--- config.mk ---
export PLATFORM = sky130hd
export DESIGN_NAME = sched_cmd_arb
export DESIGN_NICKNAME = d
export VERILOG_FILES = /design/src/rtl/tcp_pkg.sv /design/src/rtl/tcp_misc_pkg.sv /design/src/rtl/sched_cmd_arb_rr_arb_3.sv /design/src/rtl/sched_cmd_arb.sv
export SDC_FILE = /design/constraint.sdc
export NUM_CORES = 1
export LEC_CHECK = 0
export ABC_AREA = 1
export ABC_CLOCK_PERIOD_IN_PS = 3100
export CORE_UTILIZATION = 29
export CTS_CLUSTER_DIAMETER = 120
export DETAILED_ROUTE_END_ITERATION = 12
export PLACE_DENSITY = 0.56
export SYNTH_ARGS = -nofsm -noshare
export SYNTH_HDL_FRONTEND = slang
export SYNTH_HIERARCHICAL = 1
export SYNTH_SLANG_ARGS = --single-unit
--- constraint.sdc ---
create_clock -name clk -period 3.1 [get_ports clk]
set_input_delay 0.62 -clock clk [delete_from_list [all_inputs] [get_ports clk]]
set_output_delay 0.62 -clock clk [all_outputs]
set_load 0.02 [all_outputs]
--- src/rtl/tcp_pkg.sv ---
// rtl/tcp_pkg.sv - TCP engine width constants
package tcp_pkg;
  localparam int FLOWID_W    = 8;
  localparam int TIMESTAMP_W = 16;
endpackage

--- src/rtl/tcp_misc_pkg.sv ---
// rtl/tcp_misc_pkg.sv - scheduler command types and source indices
package tcp_misc_pkg;
  import tcp_pkg::*;

  typedef enum logic [1:0] {
    NOP   = 2'd0,
    SET   = 2'd1,
    CLEAR = 2'd2
  } sched_cmd_e;

  typedef struct packed {
    sched_cmd_e             cmd;
    logic [TIMESTAMP_W-1:0] ts;
  } sched_field_t;

  typedef struct packed {
    logic [FLOWID_W-1:0] flowid;
    sched_field_t        data;
    sched_field_t        ack;
    sched_field_t        rt;
  } sched_cmd_struct;

  localparam int SRC_DATA = 0;
  localparam int SRC_ACK  = 1;
  localparam int SRC_RT   = 2;

  // Modulo-3 increment over the source index space
  function automatic logic [1:0] inc3(input logic [1:0] p);
    return (p == 2'd2) ? 2'd0 : p + 2'd1;
  endfunction
endpackage

--- src/rtl/sched_cmd_arb_rr_arb_3.sv ---
// rtl/sched_cmd_arb_rr_arb_3.sv - three-way round-robin arbiter with one-hot grant
module rr_arb_3
  import tcp_misc_pkg::*;
(
  input  logic       clk,
  input  logic       rst_n,
  input  logic [2:0] req_i,
  input  logic       adv_i,
  output logic [2:0] gnt_o
);

  logic [1:0] ptr_q, ptr_d;
  logic [1:0] idx, win;
  logic       found;

  always_comb begin
    gnt_o = '0;
    found = 1'b0;
    win   = ptr_q;
    idx   = ptr_q;
    for (int k = 0; k < 3; k++) begin
      if (!found && req_i[idx]) begin
        gnt_o[idx] = 1'b1;
        win        = idx;
        found      = 1'b1;
      end
      idx = inc3(idx);
    end
    ptr_d = ptr_q;
    if (adv_i && found) ptr_d = inc3(win);
  end

  always_ff @(posedge clk or negedge rst_n) begin
    if (!rst_n) ptr_q <= 2'd0;
    else        ptr_q <= ptr_d;
  end

endmodule

--- src/rtl/sched_cmd_arb.sv ---
// rtl/sched_cmd_arb.sv - merges data/ack/rt scheduler requests onto one registered command port
module sched_cmd_arb
  import tcp_pkg::*, tcp_misc_pkg::*;
(
  input  logic                   clk,
  input  logic                   rst_n,
  input  logic                   data_req_val,
  output logic                   data_req_rdy,
  input  logic [FLOWID_W-1:0]    data_req_flowid,
  input  logic                   ack_req_val,
  output logic                   ack_req_rdy,
  input  logic [FLOWID_W-1:0]    ack_req_flowid,
  input  sched_cmd_e             ack_req_cmd,
  input  logic [TIMESTAMP_W-1:0] ack_req_ts,
  input  logic                   rt_req_val,
  output logic                   rt_req_rdy,
  input  logic [FLOWID_W-1:0]    rt_req_flowid,
  input  sched_cmd_e             rt_req_cmd,
  input  logic [TIMESTAMP_W-1:0] rt_req_ts,
  output logic                   sched_cmd_val,
  output sched_cmd_struct        sched_cmd,
  input  logic                   sched_cmd_rdy
);

  logic [2:0]          req, gnt, merge;
  logic                load_en, grant_ok;
  logic [FLOWID_W-1:0] fid [3];
  logic [FLOWID_W-1:0] win_fid;
  logic                val_q, val_d;
  sched_cmd_struct     cmd_q, cmd_d;

  assign req     = {rt_req_val, ack_req_val, data_req_val};
  assign fid[0]  = data_req_flowid;
  assign fid[1]  = ack_req_flowid;
  assign fid[2]  = rt_req_flowid;
  assign load_en = !val_q || sched_cmd_rdy;
  // No handshake completes while reset holds the output register
  assign grant_ok = load_en && rst_n;

  rr_arb_3 u_arb (
    .clk   (clk),
    .rst_n (rst_n),
    .req_i (req),
    .adv_i (grant_ok),
    .gnt_o (gnt)
  );

  always_comb begin
    win_fid = '0;
    for (int i = 0; i < 3; i++) begin
      if (gnt[i]) win_fid = fid[i];
    end
    for (int i = 0; i < 3; i++) begin
      merge[i] = grant_ok && req[i] && (|gnt) && (fid[i] == win_fid);
    end
  end

  assign data_req_rdy = merge[SRC_DATA];
  assign ack_req_rdy  = merge[SRC_ACK];
  assign rt_req_rdy   = merge[SRC_RT];

  always_comb begin
    cmd_d        = '0;
    cmd_d.flowid = win_fid;
    if (merge[SRC_DATA]) cmd_d.data.cmd = SET;
    if (merge[SRC_ACK]) begin
      cmd_d.ack.cmd = ack_req_cmd;
      cmd_d.ack.ts  = ack_req_ts;
    end
    if (merge[SRC_RT]) begin
      cmd_d.rt.cmd = rt_req_cmd;
      cmd_d.rt.ts  = rt_req_ts;
    end
    val_d = load_en ? (|req) : val_q;
  end

  always_ff @(posedge clk or negedge rst_n) begin
    if (!rst_n) begin
      val_q <= 1'b0;
      cmd_q <= '0;
    end else begin
      val_q <= val_d;
      if (load_en && (|req)) cmd_q <= cmd_d;
    end
  end

  assign sched_cmd_val = val_q;
  assign sched_cmd     = cmd_q;

endmodule

==> results.rst <==
.. list-table::
   :header-rows: 1

   * - Metric
     - Value
   * - Status
     - finished with violations
   * - Violations in the final reports
     - negative setup slack
   * - Clock Path Buffers
     - 2
   * - Maximum number of pins on one net before global-route repair
     - 55
   * - Skew-Pair Late Insertion Delay
     - 290 ps
   * - Sequential standard cell area
     - 1204 um^2
   * - Number of flops mapped to enable cells by yosys
     - 0
   * - Largest voltage drop on the vdd net
     - 442.1 uV
   * - Clk pwr share
     - 11.3%
   * - Transition at the pin with the smallest max-transition slack
     - 607.7 ps
   * - Final Hold Viols
     - 0
   * - Number of global-route vias before repair
     - 3298
   * - Synthesized netlist cell count
     - 396
   * - Number of max-slew violations in the final report
     - 0
   * - FF-to-FF End
     - sched_cmd[5]
   * - Fraction of final layout cells with drive strength greater than 1
     - 34.96%
   * - Syn avg cell area
     - 7.984 um^2
   * - Post-detailed-route via-to-cell ratio
     - 4.569
   * - Register-to-register path setup slack
     - 300 ps
   * - Internal
     - 2.504 mW
   * - Maximum clock skew at final layout
     - 7.748 ps
   * - Antenna Cells
     - 0
   * - Portion of the post-synthesis area used by sequential elements
     - 37.99%
   * - Fmax
     - 0.2958 GHz
   * - Overflow left after global routing
     - 0
   * - Post-synthesis cell type count
     - 35
   * - Detail-routed net length per standard cell
     - 13.43 um
   * - Final min period
     - 3380 ps
   * - Library cell contributing the largest single delay on the critical path
     - dfrtp_2
   * - Final routed DRC violation total
     - 0
   * - Cell taking the most area after synthesis
     - dfrtp_1
   * - Maximum capacitance violations
     - 0
   * - Antenna violation net count after detailed routing
     - 0
   * - Switching part of the total
     - 45.31%
   * - First element of the critical path
     - u_arb/ptr_q[0]
   * - Final clock period utilization by the worst path
     - 109.0%
   * - Post-synthesis register bit count
     - 48
   * - Via Count
     - 3340
   * - Combinational share of power
     - 72.0%
   * - Leading cell types by total area after synthesis
     - dfrtp_1 (38%), nand2_1 (17%), nand3_2 (7.9%)
   * - Total negative setup slack
     - -799.1 ps
   * - Core ar.
     - 10460 um^2
   * - WP data arrival
     - 2760 ps
   * - Iter 0 DRT Violations
     - 157
   * - Clock-pin slew reported for the worst setup and hold paths after clock tree synthesis
     - 80 ps
   * - Synthesized cell area
     - 3162 um^2
   * - Layout area overhead
     - 70.20%
   * - H-tree Lvls
     - 2
   * - Number of rows in the core area
     - 37
   * - Final #Nets
     - 661
   * - Worst r2r src
     - u_arb/ptr_q[0]
   * - Final weighted congestion in routability-driven placement
     - 0.8387
   * - Number of search-and-repair iterations in the first detailed-routing pass
     - 4
   * - Total length of routed wires
     - 9.820 mm
   * - Die Y-Extent
     - 106.4 um
   * - Clock root buffer
     - clkbuf_8
   * - Sort of element at the end of the critical path
     - primary output
   * - Largest fanout of any net on the critical path
     - 6
   * - Critical Setup Path Class
     - flip-flop to primary output
   * - Data required time of the worst path
     - 2480 ps
   * - Number of clock sinks seen by CTS
     - 48
   * - Largest stage delay on the critical path
     - 510 ps
   * - Initial antenna violation count
     - 0
   * - Top-area cell type share of the netlist area
     - 37.99%
   * - CTS tree
     - built
   * - Hold WC Path Type
     - input port to async pin
   * - Port buffer count
     - 114
   * - Initial standard-cell utilization of the core
     - 30.22%
   * - RSZ-0062 raised after global routing
     - yes
   * - Top Ports
     - 132
   * - Area used by multi-input combinational logic
     - 1891 um^2
   * - # fillers
     - 998
   * - Number of clock buffers inserted by TritonCTS
     - 5
   * - Switching power
     - 2.074 mW
   * - First-pass GRT wire length
     - 15.79 mm
   * - Die Area
     - 11320 um^2
   * - Max-slew headroom
     - 59.48%
   * - Syn. warnings
     - 6
   * - Nature of the critical path startpoint
     - flip-flop
   * - Half-perimeter wire length after placement
     - 7.185 mm
   * - Area after DPL
     - 4841 um^2
   * - Relative contribution of sequential cells to total power
     - 16.7%
   * - Share of flip-flops with an asynchronous set or reset
     - 100.0%
   * - Final setup violating endpoints
     - 3
   * - Power per cell area
     - 850.7 nW/um^2
   * - Slack of the critical path
     - -280.4 ps
   * - Leakage
     - 2.640 nW
   * - Prevailing post-synth register cell
     - dfrtp_1
   * - Overall track demand over capacity in global routing
     - 17.44%
   * - Most Frequent Cell on Critical Path
     - nand2_1
   * - Die Span X
     - 106.4 um
   * - Core occupancy in the finished layout
     - 51.44%
   * - Logic depth of the worst register-to-register path
     - 19
   * - Post-route cell area
     - 5381 um^2
   * - Ordered list of cells on the worst path
     - nor2_4, nand2_2, inv_2, nor2_4, nand3_4, clkinv_2, nand2_4, nand3_4, buf_12, a21oi_1, nand2_2, nand2_1, nand2_1, nand2_1, nand3_2, nor2_8, and2_4, buf_6
-- area by class of cell --
class	instances	area share (%)
well taps	136	3.162
flip-flops and latches	48	22.37
repair buffers	206	34.95
inverters	25	2.000
clock buffers	5	1.279
clock inverters	2	1.116
multi-input cells	309	35.13
-- worst max path at each step --
stage / to / slack (ps) / depth (start not counted)
2_1_floorplan: ack_req_rdy / -0.5 / 13
3_3_place_gp: rt_req_rdy / -1130 / 18
3_5_place_dp: rt_req_rdy / -1150 / 18
4_1_cts: ack_req_rdy / -240 / 19
5_1_grt: ack_req_rdy / -460 / 19
6_report: ack_req_rdy / -280 / 18
-- worst max-delay path: cells and delay by family (launching register included) --
family                 cells  cell delay [ps]
buffers and inverters      4              440
flip-flops                 1              510
AND/OR/NAND/NOR           13             1360
AO/OA/AOI/OAI              1              150
-- layer usage --
layer / up-vias / wire length, um / GRT usage, % / share of wire [%]
met5: - / 0 / 0 / 0
met4: 0 / 285 / 6.849 / 2.9
met3: 22 / 499 / 2.391 / 5.1
met2: 122 / 4575 / 28.66 / 47
met1: 1551 / 4459 / 23.09 / 45
li1: 1645 / - / - / -
-- layout by cell type, fill, tap and decap left out, types with 6 or more instances in the layout --
master	Yosys	routed
buf_4	17	87
nand3b_1	6	6
clkdlybuf4s50_1	0	107
conb_1	1	17
dfrtp_1	48	46
nand3_1	44	32
nand3_2	25	33
nand2_1	142	134
nor2_4	4	6
nand2_2	12	14
inv_1	17	15
nor2_1	11	7
nand2_4	3	9
o21ai_0	9	8
-- Yosys cell counts, types with 2 or more instances --
master / number
inv_2: 5
nand3_1: 44
inv_1: 17
nand4_1: 3
nand2_1: 142
buf_4: 17
dfrtp_1: 48
a21oi_1: 6
buf_6: 6
nand3_2: 25
nand2_4: 3
nor2_4: 4
o21ai_0: 9
buf_12: 2
nor2_8: 3
nor2_1: 11
and2_1: 2
o211ai_1: 4
nand2_2: 12
nor2_2: 3
inv_4: 2
a21oi_2: 4
nand3b_1: 6
xnor2_1: 3
clkbuf_1: 5
-- state kept, by name, indices dropped and copies added (netlist names) --
| name | flops |
|---|---|
| u_arb/ptr_q | 2 |
| sched_cmd_val | 1 |
| sched_cmd | 45 |
-- power by group through the flow --
stage / Combinational [mW] / Sequential (mW) / Clock (mW)
2_1_floorplan: 1.58 / 0.808 / 0
3_3_place_gp: 2.64 / 0.757 / 0
3_5_place_dp: 2.68 / 0.758 / 0
4_1_cts: 3.11 / 0.762 / 0.535
5_1_grt: 3.56 / 0.774 / 0.560
6_report: 3.30 / 0.763 / 0.519
-- cell families (layout without fill, tap and decap cells) --
logic type / after synthesis / in the layout / synth area share [%]
compound gates: 28 / 28 / 6.054
xor+xnor: 4 / 4 / 1.108
buf+inv: 55 / 238 / 11.16
flops: 48 / 48 / 37.99
other cells: 1 / 17 / 0.1186
simple gates: 260 / 260 / 43.57
-- through the flow --
| stage | cells | power (mW) | hold slack (ps) | setup WS, ps |
|---|---|---|---|---|
| final | 731 | 4.578 | 442.1 | -280.4 |
| after global routing | 731 | 4.895 | 480.9 | -456.4 |
| after CTS | 723 | 4.410 | 462.5 | -244.4 |
| after detailed placement | 703 | 3.436 | 464.6 | -1154 |
| after global placement | 703 | 3.397 | 461.5 | -1130 |
| after floorplan | 412 | 2.392 | 324.4 | -0.4543 |
-- timing repair --
| action | 4_1_cts | 5_1_grt |
|---|---|---|
| hold buffers | 0 | 0 |
| cloned | 2 | 0 |
| endpoints found under the hold margin | 0 | 0 |
| buffers inserted | 11 | 8 |
| setup endpoints to repair | 3 | 3 |
| pin swaps | 21 | 25 |
| gates resized for setup | 77 | 12 |
Power figures use the tool's default switching activity.
